<file path="config.mk">
export PLATFORM = sky130hd
export DESIGN_NAME = keyboard_matrix
export DESIGN_NICKNAME = d
export VERILOG_FILES = /design/src/rtl/keyboard_matrix.sv
export SDC_FILE = /design/constraint.sdc
export NUM_CORES = 1
export LEC_CHECK = 0
export CORE_MARGIN = 5
export CORE_UTILIZATION = 40
export CTS_CLUSTER_DIAMETER = 120
export DETAILED_ROUTE_END_ITERATION = 16
export GPL_ROUTABILITY_DRIVEN = 0
export SLEW_MARGIN = 30
export SYNTH_ARGS = -nofsm -noshare
export SYNTH_HDL_FRONTEND = slang
export SYNTH_SLANG_ARGS = --single-unit
</file>
<file path="constraint.sdc">
create_clock -name clk -period 5.5 [get_ports clk]
set_input_delay 0.55 -clock clk [delete_from_list [all_inputs] [get_ports clk]]
set_output_delay 0.55 -clock clk [all_outputs]
set_load 0.01 [all_outputs]
</file>
<file path="src/rtl/keyboard_matrix.sv">
// PS/2 keyboard receiver that maintains a 10x6 key matrix (plus SHIFT/CTRL/REPT) for a PIA row scan.
// Latency: scan_valid/frame_err appear the cycle after the stop-bit edge is seen; cols reflects a key one cycle after scan_valid.
// Backpressure: none; every accepted byte is decoded immediately, and the PS/2 device is never held off.
//
// Ports:
//   clk, reset_n            system clock, asynchronous active-low reset
//   ps2_clk, ps2_data       raw PS/2 lines, asynchronous to clk
//   row[3:0]                row select from the PIA; cols[7:0] is the combinational, active-low answer
//   rept_n                  REPT key, active-low
//   scan_code, scan_valid   last good byte and its one-cycle strobe
//   frame_err               one-cycle strobe on parity, stop or timeout error
module keyboard_matrix #(
    parameter int TIMEOUT_CYCLES = 4000
) (
    input  logic       clk,
    input  logic       reset_n,
    input  logic       ps2_clk,
    input  logic       ps2_data,
    input  logic [3:0] row,
    output logic [7:0] cols,
    output logic       rept_n,
    output logic [7:0] scan_code,
    output logic       scan_valid,
    output logic       frame_err
);

    localparam int TW = (TIMEOUT_CYCLES > 2) ? $clog2(TIMEOUT_CYCLES) : 1;
    localparam logic [TW-1:0] TMO_LAST = TW'(TIMEOUT_CYCLES - 1);

    typedef enum logic [1:0] {
        RX_IDLE,
        RX_DATA,
        RX_PARITY,
        RX_STOP
    } rx_state_t;

    typedef struct packed {
        logic       hit;
        logic [3:0] r;
        logic [2:0] c;
    } key_pos_t;

    // ------------------------------------------------------------------
    // Synchronisers. The clock chain resets high (idle level) so that
    // reset release never manufactures a falling edge.
    // ------------------------------------------------------------------
    logic ps2_clk_meta, ps2_clk_sync, ps2_clk_prev;
    logic ps2_data_meta, ps2_data_sync;
    logic ps2_fall;

    always_ff @(posedge clk or negedge reset_n) begin
        if (!reset_n) begin
            ps2_clk_meta  <= 1'b1;
            ps2_clk_sync  <= 1'b1;
            ps2_clk_prev  <= 1'b1;
            ps2_data_meta <= 1'b1;
            ps2_data_sync <= 1'b1;
        end else begin
            ps2_clk_meta  <= ps2_clk;
            ps2_clk_sync  <= ps2_clk_meta;
            ps2_clk_prev  <= ps2_clk_sync;
            ps2_data_meta <= ps2_data;
            ps2_data_sync <= ps2_data_meta;
        end
    end

    assign ps2_fall = ps2_clk_prev & ~ps2_clk_sync;

    // ------------------------------------------------------------------
    // Receiver FSM
    // ------------------------------------------------------------------
    rx_state_t       rx_state, rx_state_nxt;
    logic [2:0]      bit_cnt;
    logic [7:0]      shift_reg;
    logic            parity_bit;
    logic [TW-1:0]   tmo_cnt;
    logic            stop_ok, stop_bad, tmo_hit;

    always_ff @(posedge clk or negedge reset_n) begin
        if (!reset_n) begin
            rx_state <= RX_IDLE;
        end else begin
            rx_state <= rx_state_nxt;
        end
    end

    always_comb begin
        rx_state_nxt = rx_state;
        stop_ok      = 1'b0;
        stop_bad     = 1'b0;
        tmo_hit      = 1'b0;
        if (ps2_fall) begin
            case (rx_state)
                RX_IDLE: begin
                    if (!ps2_data_sync) begin
                        rx_state_nxt = RX_DATA;
                    end
                end
                RX_DATA: begin
                    if (bit_cnt == 3'd7) begin
                        rx_state_nxt = RX_PARITY;
                    end
                end
                RX_PARITY: begin
                    rx_state_nxt = RX_STOP;
                end
                RX_STOP: begin
                    rx_state_nxt = RX_IDLE;
                    // Odd parity: data plus parity bit must hold an odd number of ones.
                    if ((^{shift_reg, parity_bit}) && ps2_data_sync) begin
                        stop_ok = 1'b1;
                    end else begin
                        stop_bad = 1'b1;
                    end
                end
                default: rx_state_nxt = RX_IDLE;
            endcase
        end else if (rx_state != RX_IDLE && tmo_cnt == TMO_LAST) begin
            rx_state_nxt = RX_IDLE;
            tmo_hit      = 1'b1;
        end
    end

    always_ff @(posedge clk or negedge reset_n) begin
        if (!reset_n) begin
            bit_cnt    <= 3'd0;
            shift_reg  <= 8'h00;
            parity_bit <= 1'b0;
            tmo_cnt    <= '0;
            scan_code  <= 8'h00;
            scan_valid <= 1'b0;
            frame_err  <= 1'b0;
        end else begin
            scan_valid <= stop_ok;
            frame_err  <= stop_bad | tmo_hit;
            if (stop_ok) begin
                scan_code <= shift_reg;
            end

            if (ps2_fall) begin
                case (rx_state)
                    RX_IDLE:   bit_cnt <= 3'd0;
                    RX_DATA: begin
                        shift_reg <= {ps2_data_sync, shift_reg[7:1]};
                        bit_cnt   <= bit_cnt + 3'd1;
                    end
                    RX_PARITY: parity_bit <= ps2_data_sync;
                    default:   ;
                endcase
            end

            if (ps2_fall || rx_state == RX_IDLE || tmo_hit) begin
                tmo_cnt <= '0;
            end else begin
                tmo_cnt <= tmo_cnt + TW'(1);
            end
        end
    end

    // ------------------------------------------------------------------
    // Scan code to matrix position. Extended prefix is ignored for these.
    // ------------------------------------------------------------------
    function automatic key_pos_t mk(input logic [3:0] r, input logic [2:0] c);
        key_pos_t p;
        p.hit = 1'b1;
        p.r   = r;
        p.c   = c;
        return p;
    endfunction

    function automatic key_pos_t key_lookup(input logic [7:0] code);
        key_pos_t p;
        p = '0;
        case (code)
            // row 0: 1 2 3 4 5 6
            8'h16: p = mk(4'd0, 3'd0);  8'h1E: p = mk(4'd0, 3'd1);
            8'h26: p = mk(4'd0, 3'd2);  8'h25: p = mk(4'd0, 3'd3);
            8'h2E: p = mk(4'd0, 3'd4);  8'h36: p = mk(4'd0, 3'd5);
            // row 1: 7 8 9 0 - =
            8'h3D: p = mk(4'd1, 3'd0);  8'h3E: p = mk(4'd1, 3'd1);
            8'h46: p = mk(4'd1, 3'd2);  8'h45: p = mk(4'd1, 3'd3);
            8'h4E: p = mk(4'd1, 3'd4);  8'h55: p = mk(4'd1, 3'd5);
            // row 2: Q W E R T Y
            8'h15: p = mk(4'd2, 3'd0);  8'h1D: p = mk(4'd2, 3'd1);
            8'h24: p = mk(4'd2, 3'd2);  8'h2D: p = mk(4'd2, 3'd3);
            8'h2C: p = mk(4'd2, 3'd4);  8'h35: p = mk(4'd2, 3'd5);
            // row 3: U I O P A S
            8'h3C: p = mk(4'd3, 3'd0);  8'h43: p = mk(4'd3, 3'd1);
            8'h44: p = mk(4'd3, 3'd2);  8'h4D: p = mk(4'd3, 3'd3);
            8'h1C: p = mk(4'd3, 3'd4);  8'h1B: p = mk(4'd3, 3'd5);
            // row 4: D F G H J K
            8'h23: p = mk(4'd4, 3'd0);  8'h2B: p = mk(4'd4, 3'd1);
            8'h34: p = mk(4'd4, 3'd2);  8'h33: p = mk(4'd4, 3'd3);
            8'h3B: p = mk(4'd4, 3'd4);  8'h42: p = mk(4'd4, 3'd5);
            // row 5: L ; ' Z X C
            8'h4B: p = mk(4'd5, 3'd0);  8'h4C: p = mk(4'd5, 3'd1);
            8'h52: p = mk(4'd5, 3'd2);  8'h1A: p = mk(4'd5, 3'd3);
            8'h22: p = mk(4'd5, 3'd4);  8'h21: p = mk(4'd5, 3'd5);
            // row 6: V RETURN B N M ,
            8'h2A: p = mk(4'd6, 3'd0);  8'h5A: p = mk(4'd6, 3'd1);
            8'h32: p = mk(4'd6, 3'd2);  8'h31: p = mk(4'd6, 3'd3);
            8'h3A: p = mk(4'd6, 3'd4);  8'h41: p = mk(4'd6, 3'd5);
            // row 7: . / [ ] \ `
            8'h49: p = mk(4'd7, 3'd0);  8'h4A: p = mk(4'd7, 3'd1);
            8'h54: p = mk(4'd7, 3'd2);  8'h5B: p = mk(4'd7, 3'd3);
            8'h5D: p = mk(4'd7, 3'd4);  8'h0E: p = mk(4'd7, 3'd5);
            // row 8: ESC BKSP TAB LEFT RIGHT F1
            8'h76: p = mk(4'd8, 3'd0);  8'h66: p = mk(4'd8, 3'd1);
            8'h0D: p = mk(4'd8, 3'd2);  8'h6B: p = mk(4'd8, 3'd3);
            8'h74: p = mk(4'd8, 3'd4);  8'h05: p = mk(4'd8, 3'd5);
            // row 9: SPACE UP DOWN F2 F3 F4
            8'h29: p = mk(4'd9, 3'd0);  8'h75: p = mk(4'd9, 3'd1);
            8'h72: p = mk(4'd9, 3'd2);  8'h06: p = mk(4'd9, 3'd3);
            8'h04: p = mk(4'd9, 3'd4);  8'h0C: p = mk(4'd9, 3'd5);
            default: p = '0;
        endcase
        return p;
    endfunction

    // ------------------------------------------------------------------
    // Decoder: acts on the registered byte, so the matrix changes on the
    // edge that ends the scan_valid cycle.
    // ------------------------------------------------------------------
    logic [5:0] matrix [10];
    logic       lshift, rshift, ctrl, rept;
    logic       brk_flag, ext_flag;
    key_pos_t   key;

    always_comb begin
        key = key_lookup(scan_code);
    end

    always_ff @(posedge clk or negedge reset_n) begin
        if (!reset_n) begin
            for (int i = 0; i < 10; i++) begin
                matrix[i] <= 6'h00;
            end
            lshift   <= 1'b0;
            rshift   <= 1'b0;
            ctrl     <= 1'b0;
            rept     <= 1'b0;
            brk_flag <= 1'b0;
            ext_flag <= 1'b0;
        end else if (scan_valid) begin
            if (scan_code == 8'hF0) begin
                brk_flag <= 1'b1;
            end else if (scan_code == 8'hE0) begin
                ext_flag <= 1'b1;
            end else if (scan_code == 8'hAA && !brk_flag && !ext_flag) begin
                // Keyboard self-test pass: treat as a fresh keyboard.
                for (int i = 0; i < 10; i++) begin
                    matrix[i] <= 6'h00;
                end
                lshift   <= 1'b0;
                rshift   <= 1'b0;
                ctrl     <= 1'b0;
                rept     <= 1'b0;
            end else begin
                brk_flag <= 1'b0;
                ext_flag <= 1'b0;
                case (scan_code)
                    // E0 12 / E0 59 are fake shifts around PrintScreen etc.
                    8'h12: if (!ext_flag) lshift <= ~brk_flag;
                    8'h59: if (!ext_flag) rshift <= ~brk_flag;
                    8'h14: ctrl <= ~brk_flag;
                    8'h11: rept <= ~brk_flag;
                    default: begin
                        if (key.hit) begin
                            matrix[key.r][key.c] <= ~brk_flag;
                        end
                    end
                endcase
            end
        end
    end

    // ------------------------------------------------------------------
    // Row scan outputs
    // ------------------------------------------------------------------
    logic [5:0] col_lines;

    always_comb begin
        col_lines = 6'h3F;
        for (int i = 0; i < 10; i++) begin
            if (row == 4'(i)) begin
                col_lines = ~matrix[i];
            end
        end
    end

    assign cols   = {~(lshift | rshift), ~ctrl, col_lines};
    assign rept_n = ~rept;

endmodule

</file>
* After elaboration in Yosys (flattened, before gate mapping) *
Memories as Yosys holds them, arrays and structs flattened.
Cells that the tools add are included.

word-level totals
  register bits = 107
  bits in read-only memories = 1,024
  input bits = 8
  logic and storage cells = 165
  memories = 1

memories
  name              words  width  rd ports  clocked after Yosys merged registers in  write ports  line  text
  (name not given)  128    8      1         0                                        0            174   case (code)

cells by class
  $add $sub $neg = 2
  order comparisons = 4
  eq/ne operators = 28
  muxes and demuxes = 47
  bitwise operators = 21
  reductions and logical operators = 33

operators by type and width
  operator               number
  $mux 60                3
  $mux 6                 11
  $bwmux 60              1
  $not 6->6              10
  $demux 6 s4            1
  $eq 8x5->1 const B     3
  $eq 8x8->1 const B     3
  $mux 1                 22
  $eq 4x3->1 const B     4
  $reduce_bool 2->1      8
  $reduce_and 5->1       3
  $add 12x1->12 const B  1
  $eq 12x12->1 const B   1
  $mux 12                1
  $reduce_and 3->1       3
  $reduce_xor 9->1       1
  $eq 4x2->1 const B     2
  $eq 4x4->1 const B     2
  $eq 8x7->1 const B     1
  $mux 2                 4
  $mux 8                 1
  $pmux 2 s4             1
  $reduce_and 4->1       2
  $not 1->1              7
  other kinds (24)       39

* Depth between registers and ports, before layout *
An unclocked memory read counts as a cell.

  depth after elaboration = 12
  gate-level depth with buffers = 13

* Least setup slack after synthesis *
OpenSTA, ideal clock, no wires.

  path kind = register -> register
  start point = reg scan_code[1]
  end point = reg matrix[3] (netlist name)
  library setup time = 0.124 ns
  arrival = 3.112 ns
  data required time = 5.376 ns
  setup slack = 2.264 ns
  stages on the path, launching flop included = 13
  buffers on the path = 3
  clock period less this slack = 3.236 ns
  cell sequence = dfrtp_1 -> clkbuf_1 -> inv_1 -> ha_1 -> buf_2 -> mux2_2 -> a32oi_1 -> nand3_1 -> o32ai_1 -> buf_4 -> nand4b_1 -> nor2_1 -> a211o_1

on the way
  longest elaborated chain between the ends = 12

RTL lines
  what                                                                   line  text
  start, declared                                                        22    output logic [7:0] scan_code,
  start signal, assigned                                                 137   scan_code <= shift_reg;
  $mem_v2 128x8                                                          -
  $mux 8                                                                 174
  $lt 3x4->1 (implied by the code) / $ge 3x1->1 (equally long branches)  269   matrix[key.r][key.c] <= ~brk_flag;
  $logic_and 1x1->1 (implied by the code)                                269
  $mux 1 (implied by the code)                                           269
  $demux 1 s3                                                            269
  $mux 6 (implied by the code)                                           269
  $demux 6 s4                                                            269
  $bwmux 60                                                              269
  $mux 60                                                                268   if (key.hit) begin
  $mux 60                                                                261   case (scan_code)
  $mux 60                                                                249   end else if (scan_code == 8'hAA && !brk_flag && !ext_flag) begin
  end signal, assigned by index                                          269
  end, declared                                                          224   logic [5:0] matrix [10];

Several ways; a longest one is shown, not always the timed one. The select of a mux whose other input is x is not followed.
A chain may end at the register's enable or synchronous reset.

* Worst setup path in the final report *
  start point = reg scan_code[1]
  end point = reg matrix[1] (netlist name)

The elaborated chain is that of the path after synthesis.

==> run summary <==
Pint = 1.28 mW
H-tree levels = 3
Synth Flop Type = dfrtp_1
Synth-to-Final Area Change = 9.74%
Synth Area in XOR/XNOR = 2.43%
Leak pwr = 2.93 nW
Hold Path Class = in -> async
Total Routing Usage GR = 19.2%
Seq cells post-synth = 107
Netlist cell types = 75
Status = complete, no violations
Storage cell area = 2690 um2
Peak VDD IR = 153 uV
Full die area = 19,800 um2
RSZ-0062 raised after global routing = false
Placed cell count = 915
DP HPWL = 12.9 mm
Synth async-reset ratio = 100%
Slew HR = 45.2%
IO Pins = 27
Mapped Cells = 718
Site Rows = 47
Via count = 5,770
Clk root buf = clkbuf_16
CTS tree = yes
Sink Count = 107
N_diodes = 0
Clock Pin Slew Worst Setup and Hold Paths = 0.07 ns
Clock skew = 0.00902 ns
Hold_buf cts = 0
Main combinational cell family by area after synthesis = compound AO/OA/AOI/OAI gates
Area of the mapped netlist = 6850 um2
Final core utilization = 45.0%
Max reg flops = 60
GRT overflow = 0
Critical Path AT = 4.21 ns
Fin cells = 931
Max Slew Vio Count = 0
CTS buffer count = 9
Post-synthesis adder-cell area fraction = 2.38%
Complex-gate fraction of the synthesized area = 22.5%
Seq/Total Area, Yosys = 39.2%
WP data required = 5.76 ns
Cell family with most CP delay = simple AND/OR/NAND/NOR gates
Vias per inst = 6.20
Synth Area in Simple Gates = 20.1%
Clk_lat worst skew = 0.35 ns
Port buffer count = 26
Initial antenna violation count = 0
ANT nets after route = 0
Pre-CTS setup slack = 1.61 ns
Clk pwr share = 39.2%
Synth top area cells = dfrtp_1 (37%), o2bb2ai_1 (5.0%), mux2_2 (3.6%)
Yosys Warn Count = 0
Pwr dens = 228 nW/um2
Largest net degree at the start of global routing = 64
Critical Path Source = scan_code[1]$_DFFE_PN0P_
Largest regs = matrix x60, tmo_cnt x12
Starting DRT DRC Count = 632
Resized cells post-CTS = 0
# setup viols final = 0
Largest area contributor in the netlist = dfrtp_1
Buf/Inv on CP = 1
Sw Ratio = 25.3%
Crit share post-route = 71.8%
Switching Power = 434 uW
CTS Buffer Depth = 2
Syn_nets = 739
Commonest cells in the netlist = dfrtp_1 (102), a21oi_1 (45), nand3_1 (44)
WS Path Type = reg -> reg
MaxCap Viol Count = 0
Combinational Power Share = 11.3%
Slowest-stage cell, CP = dfrtp_1
Fmax = 0.253 GHz
Share of cells above drive strength 1 = 12.0%
DRT Pass-1 Iters = 5
Sequential share of power = 49.5%
Chip Width = 141 um
Final Hold Fails = 0
R2r startpoint = scan_code[1]$_DFFE_PN0P_
Mux cell area share after synthesis = 7.97%
Area share of the largest cell type after synthesis = 37.3%
WL final = 19.1 mm
Critical path startpoint category = register
Core region area = 16,700 um2
Residual DRC count = 0
Worst-Margin Slew = 0.820 ns
CP endpoint kind = register
Max stage delay on crit path = 0.72 ns
Tmin final = 3.95 ns
Cell Chain, Critical Path = inv_1 > ha_1 > nor3b_1 > a311oi_1 > nor4b_4 > or2_2 > nor2_2 > nand4b_2 > o221ai_1
Drt wl/cell = 20.5 um
Post-route setup TNS = 0 ns
Nets@finish = 727
Most frequent cell after synthesis = dfrtp_1
Final WS setup = 1.55 ns
Largest Register = matrix
Die Height = 141 um
Post-synth EDFFs = 0
Avg Cell Area, Syn = 9.54 um2
Vias in the first global route = 5,707
CP max FO = 20
First-pass GRT wire length = 30.6 mm
Multi-input gate area = 3820 um2
Initial core utilization = 41.0%
FILL cells = 1,597
Setup bufs post-CTS = 0
area by class of cell:
type | instances | share of cell area (%)
flip-flops and latches | 107 | 35.8
repair buffers | 34 | 4.23
well taps | 220 | 3.66
multi-input cells | 527 | 50.9
clock inverters | 6 | 0.949
clock buffers | 10 | 3.18
inverters | 27 | 1.35
worst reg2reg max path: stages (launching register included):
cell	delay (ns)
dfrtp_1	0.72
inv_1	0.18
ha_1	0.44
nor3b_1	0.22
a311oi_1	0.43
nor4b_4	0.12
or2_2	0.33
nor2_2	0.63
nand4b_2	0.47
o221ai_1	0.32
power by group through the flow:
| stage | Combinational (mW) | Clock, mW | Sequential [mW] |
|---|---|---|---|
| after floorplan | 0.145 | 0 | 0.854 |
| after detailed placement | 0.195 | 0 | 0.864 |
| final | 0.193 | 0.671 | 0.849 |
| after CTS | 0.196 | 0.688 | 0.849 |
| after global routing | 0.214 | 0.721 | 0.854 |
| after global placement | 0.189 | 0 | 0.862 |
final timing paths:
path,to,slack (ns),cells after the start
hold reg to reg,ps2_clk_sync$_DFF_PN1_,0.36,0
hold / removal,rshift$_DFFE_PN0P_,0.19,1
min in group clk,ps2_clk_sync$_DFF_PN1_,0.36,0
max in group asynchronous,matrix[47]$_DFFE_PN0P_,4.04,2
setup / recovery,matrix[1]$_DFFE_PN0P_,1.55,9
setup reg to reg,matrix[1]$_DFFE_PN0P_,1.55,9
per-stage QoR:
stage | power, mW | cell area, um2 | hold slack (ns)
final | 1.71 | 7510 | 0.186
after global routing | 1.79 | 7510 | 0.237
after CTS | 1.73 | 7500 | 0.214
after detailed placement | 1.06 | 7190 | 0.349
after global placement | 1.05 | 7180 | 0.347
after floorplan | 0.998 | 6850 | 0.254
layer usage:
| layer | vias to the layer above | GRT usage [%] | wire length [um] |
|---|---|---|---|
| met2 | 230 | 31.2 | 9210 |
| met1 | 2847 | 25.6 | 8170 |
| met4 | 0 | 6.37 | 374 |
| met5 | - | 0 | 0 |
| met3 | 32 | 4.00 | 1320 |
| li1 | 2661 | - | - |
cells by family (layout without fill, tap and decap cells):
logic type                 after synthesis  count (layout)
muxes                                   43              43
DFF                                    107             107
adders and majority gates               13              13
xor gates and xnor gates                19              19
AOI/OAI and AO/OA                      214             214
buffers and inverters                   84              77
and+or+nand+nor                        238             238
cell usage in the layout (no fill, tap or decap), types with 5 or more instances in the layout:
master	netlist	final
dfrtp_1	102	100
a21oi_1	45	45
nand3_1	44	44
nand2_1	43	43
nor2_1	41	41
o2bb2ai_1	39	39
o21ai_0	31	31
inv_1	26	26
clkdlybuf4s50_1	0	25
mux2_2	22	22
o211ai_1	21	21
and3_1	17	17
mux2i_1	14	14
nor2b_1	13	13
ha_1	13	13
o221ai_1	12	12
xnor2_1	11	11
nand2b_1	10	10
a31oi_1	10	10
nand3b_1	9	9
clkbuf_16	0	9
buf_4	4	9
xor2_1	8	8
nor3_1	8	8
mux4_2	7	7
o31ai_1	6	6
nand4_1	5	5
and2_1	5	5
nand4b_1	5	5
a211oi_1	5	5
dfstp_2	5	5
Note: power is estimated with default switching activity, not from simulation.
